`config.mk`:
```
export PLATFORM = sky130hd
export DESIGN_NAME = if_fetch_unit
export DESIGN_NICKNAME = d
export VERILOG_FILES = /design/src/rtl/if_fetch_unit.sv
export SDC_FILE = /design/constraint.sdc
export NUM_CORES = 1
export LEC_CHECK = 0
export CAP_MARGIN = 0
export CORE_MARGIN = 1
export CORE_UTILIZATION = 38
export CTS_CLUSTER_SIZE = 25
export DETAILED_ROUTE_END_ITERATION = 12
export GPL_TIMING_DRIVEN = 0
export PLACE_DENSITY = 0.78
export SKIP_CTS_REPAIR_TIMING = 1
export SYNTH_ARGS = -nofsm -noshare
export SYNTH_HDL_FRONTEND = slang
export SYNTH_SLANG_ARGS = --single-unit
export TNS_END_PERCENT = 10
```
`constraint.sdc`:
```
create_clock -name clk -period 1.58 [get_ports clk]
set_input_delay 0.316 -clock clk [delete_from_list [all_inputs] [get_ports clk]]
set_output_delay 0.316 -clock clk [all_outputs]
set_load 0.01 [all_outputs]
```
`src/rtl/if_fetch_unit.sv`:
```
// Instruction-fetch stage: owns the PC, registers the memory word into IR and hands it to decode over valid/ready.
// Optional perf counters are compiled in with FETCH_PERF_EN; otherwise fetch_cnt/stall_cnt read as zero.
module if_fetch_unit #(
    parameter int                 ADDR_W   = 16,
    parameter int                 INSTR_W  = 32,
    parameter logic [ADDR_W-1:0]  RESET_PC = '0
) (
    input  logic               clk,
    input  logic               rst_f,
    input  logic               stall,
    input  logic               br_taken,
    input  logic [ADDR_W-1:0]  br_addr,
    input  logic               halt_req,
    output logic [ADDR_W-1:0]  im_addr,
    input  logic [INSTR_W-1:0] im_data,
    output logic [INSTR_W-1:0] ir,
    output logic [ADDR_W-1:0]  ir_pc,
    output logic               ir_valid,
    input  logic               ir_ready,
    output logic               halted,
    output logic [15:0]        fetch_cnt,
    output logic [15:0]        stall_cnt
);

    typedef enum logic [1:0] {FETCH, HOLD, HALT} state_t;

    state_t             state_q,    state_d;
    logic [ADDR_W-1:0]  pc_q,       pc_d;
    logic [INSTR_W-1:0] ir_q,       ir_d;
    logic [ADDR_W-1:0]  ir_pc_q,    ir_pc_d;
    logic               ir_valid_q, ir_valid_d;
    logic               halted_q,   halted_d;
    logic               load;
    logic               halting;
    logic               backpressure;

    assign halting      = halt_req || (state_q == HALT);
    assign backpressure = ir_valid_q && !ir_ready;

    always_comb begin
        state_d    = state_q;
        pc_d       = pc_q;
        ir_d       = ir_q;
        ir_pc_d    = ir_pc_q;
        ir_valid_d = ir_valid_q;
        halted_d   = halted_q;
        load       = 1'b0;
        if (halting) begin
            // A pending word may still drain to decode, but nothing new is fetched.
            state_d  = HALT;
            halted_d = 1'b1;
            if (ir_ready) ir_valid_d = 1'b0;
        end else if (br_taken) begin
            state_d    = FETCH;
            pc_d       = br_addr;
            ir_valid_d = 1'b0;
        end else if (stall) begin
            if (ir_ready) ir_valid_d = 1'b0;
            state_d = backpressure ? HOLD : FETCH;
        end else if (backpressure) begin
            state_d = HOLD;
        end else begin
            state_d    = FETCH;
            load       = 1'b1;
            ir_d       = im_data;
            ir_pc_d    = pc_q;
            ir_valid_d = 1'b1;
            pc_d       = pc_q + ADDR_W'(1);
        end
    end

    always_ff @(posedge clk or negedge rst_f) begin
        if (!rst_f) begin
            state_q    <= FETCH;
            pc_q       <= RESET_PC;
            ir_q       <= '0;
            ir_pc_q    <= '0;
            ir_valid_q <= 1'b0;
            halted_q   <= 1'b0;
        end else begin
            state_q    <= state_d;
            pc_q       <= pc_d;
            ir_q       <= ir_d;
            ir_pc_q    <= ir_pc_d;
            ir_valid_q <= ir_valid_d;
            halted_q   <= halted_d;
        end
    end

    assign im_addr  = pc_q;
    assign ir       = ir_q;
    assign ir_pc    = ir_pc_q;
    assign ir_valid = ir_valid_q;
    assign halted   = halted_q;

`ifdef FETCH_PERF_EN
    logic [15:0] fetch_cnt_q, fetch_cnt_d;
    logic [15:0] stall_cnt_q, stall_cnt_d;

    // Both counters saturate rather than wrap so a long run never reads as a short one.
    always_comb begin
        fetch_cnt_d = fetch_cnt_q;
        stall_cnt_d = stall_cnt_q;
        if (load && fetch_cnt_q != 16'hFFFF) fetch_cnt_d = fetch_cnt_q + 16'd1;
        if (!halting && (stall || backpressure) && stall_cnt_q != 16'hFFFF)
            stall_cnt_d = stall_cnt_q + 16'd1;
    end

    always_ff @(posedge clk or negedge rst_f) begin
        if (!rst_f) begin
            fetch_cnt_q <= '0;
            stall_cnt_q <= '0;
        end else begin
            fetch_cnt_q <= fetch_cnt_d;
            stall_cnt_q <= stall_cnt_d;
        end
    end

    assign fetch_cnt = fetch_cnt_q;
    assign stall_cnt = stall_cnt_q;
`else
    assign fetch_cnt = 16'h0000;
    assign stall_cnt = 16'h0000;
`endif

endmodule

```
==> impl_metrics.toml <==
[status]
status = "finished, violations left"
violations = "setup timing"

[floorplanning]
start_util_pct = 39.82
die-area_mm2 = 0.009073
num_rows = 33
core_mm2 = 0.008299
io_pins = 152
die_x_um = 95.25
die_h_um = 95.25

[cts]
cts-buffers-inserted = 9
htree_levels = 3
insertion_delay_ps = 350
clock-root-buffer = "clkbuf_8"
clkTransAtPathRegs_ps = 90
clk_path_buf_depth = 2
cts_tree = "built"
numClockSinks = 68

[setup_path]
path_cells = "ha_4, nand3_1, o41a_2, o31ai_1, o21ai_0"
crit_path_end_kind = "flop"
ff2ff_setup_slack_ps = -100
slowest_delay_ps = 510
cp.arrival_ps = 1910
r2r_start = "im_addr[0]"
start_kind = "flop"
slowest_stage = "o41a_2"
critical-path-top-delay-family = "compound AO/OA/AOI/OAI gates"
path_class = "flop to flop"
crit_fanout = 8
cp.required_ps = 1810
path_buf_inv = 0
r2r_cells = 5
r2r-end = "im_addr[12]"

[drt]
wl_um = 8300
vias_per_cell = 4.985
via_count = 2737
wl_per_cell_um = 15.12
drtIter0Drc = 186
ant_nets = 0
drc = 0
dr.pass1.iters = 4

[global_routing]
grt_pass1_vias = 2741
grt_pass1_wl_um = 13170
overflow = 0
antenna_found_initial = 0
grt_max_degree = 69
grt.total_usage_pct = 19.29

[synth]
synth_ff_type = "dfrtp_1"
syn-mean-instance-area_um2 = 11.84
syn_inst = 279
synth_area_mm2 = 0.003304
seq_area_frac_synth_pct = 51.50
synthTopCellsByArea = "dfrtp_1 (51%), mux2_2 (12%), buf_4 (8.9%), mux2_1 (4.4%), o21ai_0 (1.7%)"
ys_ff_latch = 68
netlist.area_leader.share_pct = 51.50
yosysTopAreaCell = "dfrtp_1"
yosys_warnings = 0
synth-edff-count = 0
synthArstFlopShare_pct = 100.0
synth_cell_types = 50

[power_and_ir_drop]
seq_power_share_pct = 47.5
clkPwrFrac_pct = 38.1
power.switching_mw = 1.040
ir_drop_v = 0.0004220
intPower_mw = 2.936
p_per_area_mw_per_mm2 = 766.4
p_leak_nw = 3.284
p_comb_share_pct = 14.3
total_power_mw = 3.976
swShare_pct = 26.16

[place]
numPortBuffers = 118
place_area_mm2 = 0.004746
post-dp-hpwl_um = 5929
routabilityCongestion = 0.8525

[timing]
finalHoldViolCount = 0
clock.fmax_mhz = 594.6
slew_violations = 0
skew_ps = 14.49
max_slew_margin_pct = 41.76
finalSetupViolCount = 11
worst_pin_slew_ps = 873.6
period_minus_slack_ps = 1682
finalCritPeriodShare_pct = 106.4
rsz0062_at_grt = "yes"
layout_setup_ws_ps = -101.8

[final_layout]
n_antenna_cell = 0
drive_gt1_share_pct = 28.83
final_area_mm2 = 0.005187
nets = 494
syn_to_final_growth_pct = 56.99

[worst_hold_path]
hp-class = "input port to asynchronous set/reset pin"

[job]
drv_cap = 0
==> worst max-delay path by stage <==
stage	startpoint	to	slack, ps	cells after the start
after floorplan	im_addr[0]	im_addr[12]	10	5
after global placement	rst_f	im_addr[1]	-2460	1
after detailed placement	halt_req	ir_pc[0]	-570	6
after CTS	im_addr[4]	im_addr[4]	-250	1
after global routing	im_addr[0]	im_addr[12]	-170	5
final	im_addr[0]	im_addr[12]	-100	5
==> power groups by stage <==
| stage | combinational (mW) | sequential (mW) | clock [mW] |
|---|---|---|---|
| 2_1_floorplan | 0.211 | 1.94 | 0 |
| 3_3_place_gp | 0.574 | 1.92 | 0 |
| 3_5_place_dp | 0.582 | 1.92 | 0 |
| 4_1_cts | 0.586 | 1.89 | 1.55 |
| 5_1_grt | 0.623 | 1.90 | 1.63 |
| 6_report | 0.570 | 1.89 | 1.52 |
==> stage by stage <==
step	setup WS [ps]	setup TNS (ps)	hold WS [ps]	util, %	std cells
floorplan	11.83	0	20.41	-	310
global placement	-2456	-180170	456.8	57.21	533
detailed placement	-572.7	-32400	475.2	57.18	533
CTS	-248.2	-11880	112.6	59.70	549
global route	-165.4	-1136	154.4	62.51	549
finish	-101.8	-419.1	73.39	62.51	549
==> registers in the layout (all words and copies together), names as in the netlist <==
signal	cells
state_q	2
im_addr	16
ir	32
ir_valid	1
halted	1
ir_pc	16
==> cells by family after synthesis <==
family	share of synthesized area [%]
DFF	51.50
and+or+nand+nor	10.19
buffers and inverters	10.41
muxes	17.00
AOI/OAI and AO/OA	10.41
adders and majority gates	0.3786
other	0.1135
==> cells in the final DEF, fill, tap and decap left out, types with 11 or more instances in the layout <==
master / instances
dfrtp_1: 54
dlymetal6s2s_1: 63
o21ai_0: 11
clkdlybuf4s50_1: 54
buf_4: 36
mux2_1: 13
dfrtp_2: 14
mux2_2: 36
conb_1: 32
==> layer usage <==
layer	vias up	global-route usage, %	part of all wire [%]	wire, um
met5	-	0	0	0
met4	0	7.576	2.6	218
met3	20	6.539	10	843
met2	150	31.07	48	3992
met1	1293	23.72	39	3245
li1	1274	-	-	-
==> cell type report <==
class	count	area, um2
plain buffers	43	330.3
clock buffers	10	137.6
clock inverters	6	71.32
fillers	661	3112
inverters	8	32.53
multi-input cells	190	1421
flip-flops and latches	68	1719
well taps	105	131.4
repair buffers	119	1344
==> cells in the mapped netlist (5+ instances only) <==
cell,number
nor3_1,7
nand2_1,8
mux2_2,36
dfrtp_1,68
o21ai_0,11
o31ai_1,5
mux2_1,13
buf_4,39
inv_1,7
a21oi_1,9
nor2_1,11
nand3_1,8
(Power assumes the default switching activity.)
